--- config.mk ---
export PLATFORM = sky130hd
export DESIGN_NAME = mem_port_arbiter_flat
export DESIGN_NICKNAME = d
export VERILOG_FILES = /design/src/rtl/mem_port_arbiter_if.sv /design/src/rtl/mem_port_arbiter.sv /design/src/flat_wrapper.sv
export SDC_FILE = /design/constraint.sdc
export NUM_CORES = 1
export LEC_CHECK = 0
export BUFFER_PORTS_ARGS = -buffer_cell sky130_fd_sc_hd__buf_2
export CORE_ASPECT_RATIO = 0.6
export CORE_UTILIZATION = 30
export CTS_BUF_LIST = sky130_fd_sc_hd__clkbuf_4 sky130_fd_sc_hd__clkbuf_8
export DETAILED_ROUTE_END_ITERATION = 7
export PLACE_DENSITY_LB_ADDON = 0.3
export SLEW_MARGIN = 15
export SYNTH_ARGS = -nofsm -noshare
export SYNTH_HDL_FRONTEND = slang
export SYNTH_SLANG_ARGS = --single-unit
export TNS_END_PERCENT = 50
--- constraint.sdc ---
create_clock -name clk -period 1.8 [get_ports clk]
set_clock_uncertainty 0.1 [all_clocks]
set_input_delay 0.18 -clock clk [delete_from_list [all_inputs] [get_ports clk]]
set_output_delay 0.18 -clock clk [all_outputs]
set_load 0.02 [all_outputs]
--- src/rtl/mem_port_arbiter_if.sv ---
// Handshake bundle linking the core's fetch and data ports, the arbiter and the
// memory slave. The arbiter takes the slave view; the core and memory side take the master view.
interface mem_port_arbiter_if #(
    parameter int ADDR_W = 32,
    parameter int DATA_W = 32
);
    localparam int MASK_W = DATA_W / 8;

    logic              i_req;
    logic [ADDR_W-1:0] i_addr;
    logic              i_valid;
    logic [DATA_W-1:0] i_rdata;

    logic              d_rd;
    logic              d_wr;
    logic [ADDR_W-1:0] d_addr;
    logic [DATA_W-1:0] d_wdata;
    logic [MASK_W-1:0] d_mask;
    logic              d_valid;
    logic [DATA_W-1:0] d_rdata;

    logic              mem_req;
    logic              mem_we;
    logic [ADDR_W-1:0] mem_addr;
    logic [DATA_W-1:0] mem_wdata;
    logic [MASK_W-1:0] mem_mask;
    logic [DATA_W-1:0] mem_rdata;
    logic              mem_ack;

    modport slave (
        input  i_req, i_addr, d_rd, d_wr, d_addr, d_wdata, d_mask, mem_rdata, mem_ack,
        output i_valid, i_rdata, d_valid, d_rdata,
        output mem_req, mem_we, mem_addr, mem_wdata, mem_mask
    );

    modport master (
        output i_req, i_addr, d_rd, d_wr, d_addr, d_wdata, d_mask, mem_rdata, mem_ack,
        input  i_valid, i_rdata, d_valid, d_rdata,
        input  mem_req, mem_we, mem_addr, mem_wdata, mem_mask
    );
endinterface

--- src/rtl/mem_port_arbiter.sv ---
// Shares one variable-latency memory port between instruction fetch and data accesses.
// Build option MEM_ARB_ROUND_ROBIN_EN replaces fixed data priority with round-robin on collisions.
module mem_port_arbiter #(
    parameter int ADDR_W = 32,
    parameter int DATA_W = 32
) (
    input  logic              clk,
    input  logic              reset,
    mem_port_arbiter_if.slave bus
);
    localparam int MASK_W = DATA_W / 8;

    typedef enum logic [1:0] {
        ST_IDLE   = 2'd0,
        ST_I_BUSY = 2'd1,
        ST_D_BUSY = 2'd2
    } state_t;

    typedef enum logic {
        GNT_INST = 1'b0,
        GNT_DATA = 1'b1
    } grant_t;

    state_t            r_state;
    grant_t            r_last_grant;
    logic              r_mem_req;
    logic              r_mem_we;
    logic [ADDR_W-1:0] r_mem_addr;
    logic [DATA_W-1:0] r_mem_wdata;
    logic [MASK_W-1:0] r_mem_mask;

    logic w_idle;
    logic w_d_pend;
    logic w_grant_d;
    logic w_grant_i;
    logic w_done;

    // Grant selection in IDLE and completion detection while a request is outstanding.
    always_comb begin
        w_idle   = (r_state == ST_IDLE);
        w_d_pend = bus.d_rd | bus.d_wr;
`ifdef MEM_ARB_ROUND_ROBIN_EN
        w_grant_d = w_idle & w_d_pend & (~bus.i_req | (r_last_grant == GNT_INST));
`else
        w_grant_d = w_idle & w_d_pend;
`endif
        w_grant_i = w_idle & bus.i_req & ~w_grant_d;
        // An ack only counts while mem_req is up, and never in a reset cycle.
        w_done    = ~reset & r_mem_req & bus.mem_ack;
    end

    // Arbitration FSM: latches the granted command and holds mem_req until ack.
    always_ff @(posedge clk) begin
        if (reset) begin
            r_state     <= ST_IDLE;
            r_mem_req   <= 1'b0;
            r_mem_we    <= 1'b0;
            r_mem_addr  <= {ADDR_W{1'b0}};
            r_mem_wdata <= {DATA_W{1'b0}};
            r_mem_mask  <= {MASK_W{1'b0}};
        end else begin
            case (r_state)
                ST_IDLE: begin
                    r_mem_req <= 1'b0;
                    if (w_grant_d) begin
                        r_state     <= ST_D_BUSY;
                        r_mem_we    <= bus.d_wr;
                        r_mem_addr  <= bus.d_addr;
                        r_mem_wdata <= bus.d_wdata;
                        r_mem_mask  <= bus.d_wr ? bus.d_mask : {MASK_W{1'b1}};
                    end else if (w_grant_i) begin
                        r_state    <= ST_I_BUSY;
                        r_mem_we   <= 1'b0;
                        r_mem_addr <= bus.i_addr;
                        r_mem_mask <= {MASK_W{1'b1}};
                    end else begin
                        r_state <= ST_IDLE;
                    end
                end
                ST_I_BUSY, ST_D_BUSY: begin
                    if (w_done) begin
                        r_state   <= ST_IDLE;
                        r_mem_req <= 1'b0;
                    end else begin
                        r_mem_req <= 1'b1;
                    end
                end
                default: begin
                    r_state   <= ST_IDLE;
                    r_mem_req <= 1'b0;
                end
            endcase
        end
    end

    // Remembers the most recent grant for collision fairness.
    always_ff @(posedge clk) begin
        if (reset) begin
            r_last_grant <= GNT_INST;
        end else if (w_grant_d) begin
            r_last_grant <= GNT_DATA;
        end else if (w_grant_i) begin
            r_last_grant <= GNT_INST;
        end else begin
            r_last_grant <= r_last_grant;
        end
    end

    assign bus.mem_req   = r_mem_req;
    assign bus.mem_we    = r_mem_we;
    assign bus.mem_addr  = r_mem_addr;
    assign bus.mem_wdata = r_mem_wdata;
    assign bus.mem_mask  = r_mem_mask;

    assign bus.i_valid = w_done & (r_state == ST_I_BUSY);
    assign bus.d_valid = w_done & (r_state == ST_D_BUSY);
    assign bus.i_rdata = bus.i_valid ? bus.mem_rdata : {DATA_W{1'b0}};
    assign bus.d_rdata = bus.d_valid ? bus.mem_rdata : {DATA_W{1'b0}};
endmodule

--- src/flat_wrapper.sv ---
// flat-port wrapper written by rule: the top's interface ports become plain ports
module mem_port_arbiter_flat 
#(
    parameter int ADDR_W = 32,
    parameter int DATA_W = 32
)
  (clk, reset, bus_i_req, bus_i_addr, bus_d_rd, bus_d_wr, bus_d_addr, bus_d_wdata, bus_d_mask, bus_mem_rdata, bus_mem_ack, bus_i_valid, bus_i_rdata, bus_d_valid, bus_d_rdata, bus_mem_req, bus_mem_we, bus_mem_addr, bus_mem_wdata, bus_mem_mask);
  mem_port_arbiter_if #(.ADDR_W(ADDR_W), .DATA_W(DATA_W)) bus_i ();
  input  logic clk;
  input  logic reset;
  input wire logic [$bits(bus_i.i_req)-1:0] bus_i_req;
  input wire logic [$bits(bus_i.i_addr)-1:0] bus_i_addr;
  input wire logic [$bits(bus_i.d_rd)-1:0] bus_d_rd;
  input wire logic [$bits(bus_i.d_wr)-1:0] bus_d_wr;
  input wire logic [$bits(bus_i.d_addr)-1:0] bus_d_addr;
  input wire logic [$bits(bus_i.d_wdata)-1:0] bus_d_wdata;
  input wire logic [$bits(bus_i.d_mask)-1:0] bus_d_mask;
  input wire logic [$bits(bus_i.mem_rdata)-1:0] bus_mem_rdata;
  input wire logic [$bits(bus_i.mem_ack)-1:0] bus_mem_ack;
  output wire logic [$bits(bus_i.i_valid)-1:0] bus_i_valid;
  output wire logic [$bits(bus_i.i_rdata)-1:0] bus_i_rdata;
  output wire logic [$bits(bus_i.d_valid)-1:0] bus_d_valid;
  output wire logic [$bits(bus_i.d_rdata)-1:0] bus_d_rdata;
  output wire logic [$bits(bus_i.mem_req)-1:0] bus_mem_req;
  output wire logic [$bits(bus_i.mem_we)-1:0] bus_mem_we;
  output wire logic [$bits(bus_i.mem_addr)-1:0] bus_mem_addr;
  output wire logic [$bits(bus_i.mem_wdata)-1:0] bus_mem_wdata;
  output wire logic [$bits(bus_i.mem_mask)-1:0] bus_mem_mask;
  assign bus_i.i_req = bus_i_req;
  assign bus_i.i_addr = bus_i_addr;
  assign bus_i.d_rd = bus_d_rd;
  assign bus_i.d_wr = bus_d_wr;
  assign bus_i.d_addr = bus_d_addr;
  assign bus_i.d_wdata = bus_d_wdata;
  assign bus_i.d_mask = bus_d_mask;
  assign bus_i.mem_rdata = bus_mem_rdata;
  assign bus_i.mem_ack = bus_mem_ack;
  assign bus_i_valid = bus_i.i_valid;
  assign bus_i_rdata = bus_i.i_rdata;
  assign bus_d_valid = bus_i.d_valid;
  assign bus_d_rdata = bus_i.d_rdata;
  assign bus_mem_req = bus_i.mem_req;
  assign bus_mem_we = bus_i.mem_we;
  assign bus_mem_addr = bus_i.mem_addr;
  assign bus_mem_wdata = bus_i.mem_wdata;
  assign bus_mem_mask = bus_i.mem_mask;
  mem_port_arbiter #(.ADDR_W(ADDR_W), .DATA_W(DATA_W)) u_core (.clk(clk), .reset(reset), .bus(bus_i));
endmodule
==> results.json <==
{
  "worstRegToRegCells": 5,
  "layout-drive-gt1-share_pct": 47.8,
  "finalHoldViolations": 0,
  "r2r_start": "u_core.r_state[1]$_SDFFE_PP0P_",
  "hpwl_um": 9200,
  "p_total_mw": 4.83,
  "fin_nets": 847,
  "grt_max_degree": 35,
  "drt-pass1-iter-count": 4,
  "worstSetupEndpointType": "output pin",
  "hold_depth": 3,
  "max_cap_violations": 0,
  "critPathKind": "register to output pin",
  "clock-root-buffer": "clkbuf_8",
  "cts_buffer_depth": 2,
  "r2r_end": "u_core.bus.mem_addr[30]$_SDFFE_PP0P_",
  "synth_edf_count": 0,
  "synth_most_common_cell": "dfxtp_1",
  "tritoncts": "yes",
  "grt_pass1_wl_um": 21300,
  "cts.sink_count": 72,
  "avgSynthCellArea_um2": 8.40,
  "via_count": 4148,
  "min_period_ns": 1.93,
  "rows": 29,
  "htreeDepth": 3,
  "grt_overflow": 0,
  "antenna_found_initial": 2,
  "die_area_um2": 11800,
  "pin_count": 274,
  "core_area_um2": 10800,
  "syn_area_um2": 3410,
  "crit_fanout": 16,
  "clk_pin_slew_ns": 0.07,
  "syn_inst": 406,
  "synth_area_leader_cell": "dfxtp_1",
  "synth_seq_cells": 72,
  "tightest_slew_ns": 0.754,
  "ir_worst_vdd_uv": 387,
  "drt-total-wl_um": 14100,
  "slew_headroom_pct": 49.6,
  "grt_pass1_vias": 4176,
  "crit_slowest_cell": "dfxtp_2",
  "io_buffers": 273,
  "p_per_area_nw_per_um2": 801,
  "setup_viol": 66,
  "drtIter0Drc": 136,
  "hold_slack_ns": 0.0165,
  "rsz0062_at_grt": "yes",
  "gp_congestion": 0.826,
  "ys.flop_type": "dfxtp_1",
  "r2r_slack_ns": 0.05,
  "syn-num-nets": 547,
  "arrival_ns": 1.65,
  "leakagePower_nw": 2.90,
  "synthToLayoutAreaGrowth_pct": 76.8,
  "status": "finished, violations left",
  "worstHoldStart": "bus_d_mask[0]",
  "synth-seq-area-share_pct": 42.3,
  "crit_required_ns": 1.52,
  "violations": "setup timing",
  "maxSlewViolCount": 0,
  "cp-start-kind": "register",
  "ys_warn_count": 0,
  "wl_per_cell_um": 16.5,
  "vias_per_cell": 4.87,
  "worst_slack_ns": -0.128,
  "hp-class": "input port to register",
  "grt_usage_pct": 23.0,
  "drc": 0,
  "cts_inserted_buffers": 9,
  "die_w_um": 140,
  "holdPathEnd": "u_core.bus.mem_mask[0]$_SDFFE_PP0P_",
  "synth_top_area_share_pct": 42.3,
  "die-height_um": 84.6,
  "initial_core_util_pct": 31.5,
  "ant_nets": 0,
  "pre_cts_slack_ns": -0.0584,
  "synthDistinctLibCells": 26,
  "cpPeakStageDelay_ns": 0.33,
  "async_flop_share_pct": 0,
  "cp_cell_sequence": "inv_1 > ha_2 > inv_2 > nor2_4 > buf_6 > and2_1 > buf_4",
  "synth.area.top_cells": "dfxtp_1, and2_1, o2bb2ai_1",
  "synthTopCellsByCount": "dfxtp_1, nand2_1, and2_1",
  "clk_latency_ns": 0.34,
  "fmax_mhz": 519,
  "finalCritPeriodShare_pct": 107
}
==> per-stage QoR <==
| stage | area (um^2) | cells | utilization (%) | TNS, ns |
|---|---|---|---|---|
| 2_1_floorplan | 3410 | 406 | - | 0 |
| 3_3_place_gp | 4920 | 794 | 45.5 | 0 |
| 3_5_place_dp | 4920 | 794 | 45.5 | -0.799 |
| 4_1_cts | 5860 | 849 | 54.2 | -4.81 |
| 5_1_grt | 6030 | 852 | 55.8 | -13.62 |
| 6_report | 6030 | 852 | 55.8 | -6.03 |
==> layer usage <==
metal	wire [um]	track usage, %	up-vias	share of wire (%)
met1	5410	24.2	1924	38
met2	7300	43.2	180	52
li1	-	-	2014	-
met4	267	8.19	0	1.9
met5	0	0	-	0
met3	1110	7.19	30	7.8
==> state kept, by name, indices dropped and copies added (netlist names) <==
name,flops
u_core.bus.mem_req,1
u_core.bus.mem_addr,32
u_core.bus.mem_wdata,32
u_core.bus.mem_mask,4
u_core.r_state,2
u_core.bus.mem_we,1
==> layout make-up <==
type                       count  area, um^2
antenna                        2        5.00
clock buffer                  11         139
clock inverter                 5        81.3
fill                         948        4780
inverter                       4        15.0
multi-input combinational    292        1830
sequential                    72        1440
tap                          139         174
timing repair buffer         327        2340
==> layout by cell type (no fill, tap or decap), types with 2 or more instances in the layout <==
cell / n
a31oi_1: 32
o2bb2ai_1: 32
nor2_1: 9
o21a_1: 33
buf_4: 22
clkbuf_4: 2
diode_2: 2
bufinv_16: 2
buf_6: 55
a21oi_1: 34
nor3_1: 4
dlygate4sd3_1: 33
clkbuf_8: 9
inv_1: 2
clkbuf_16: 2
nor2_4: 4
and2_1: 45
buf_2: 209
dfxtp_1: 71
nand2_1: 68
buf_12: 5
inv_2: 2
and2_4: 19
==> where the power goes <==
part / switching, mW / total [mW] / internal (mW)
logic: 0.884 / 1.48 / 0.594
registers: 0.116 / 1.93 / 1.81
clock network: 0.613 / 1.43 / 0.812
total: 1.61 / 4.83 / 3.22
==> critical path: cells and delay by family, from the launching register on <==
kind	cells	cell delay (ns)
fa+ha+maj	1	0.17
buf+inv	4	0.48
flops	1	0.33
simple gates	2	0.32
==> worst max path at each step <==
stage / startpoint / end / slack [ns]
after floorplan: u_core.bus.mem_req$_SDFF_PP0_ / bus_d_rdata[22] / 0.28
after global placement: bus_d_rd / u_core.bus.mem_addr[15]$_SDFFE_PP0P_ / 0.002
after detailed placement: bus_d_rd / u_core.bus.mem_addr[26]$_SDFFE_PP0P_ / -0.06
after CTS: u_core.r_state[0]$_SDFFE_PP0P_ / bus_d_rdata[2] / -0.11
after global routing: u_core.r_state[0]$_SDFFE_PP0P_ / bus_d_rdata[9] / -0.22
final: u_core.r_state[0]$_SDFFE_PP0P_ / bus_d_rdata[19] / -0.13
==> repair_timing <==
item	4_1_cts	5_1_grt
endpoints found under the setup margin	64	98
hold buffers	33	0
endpoints found under the hold margin	33	0
resized for setup	108	40
buffers inserted	4	0
gates cloned	2	2
pin swaps	2	8
==> cells by family (layout without fill, tap and decap cells) <==
kind of cell | Yosys count | count (layout) | synth area share, %
flip-flops | 72 | 72 | 42.3
buffers and inverters | 42 | 347 | 6.24
other | 0 | 2 | 0
AO/OA/AOI/OAI | 137 | 137 | 27.8
adder cells (fa/ha/maj) | 3 | 3 | 1.10
AND/OR/NAND/NOR | 152 | 152 | 22.6
No activity file was read; power rests on OpenSTA's default activity.
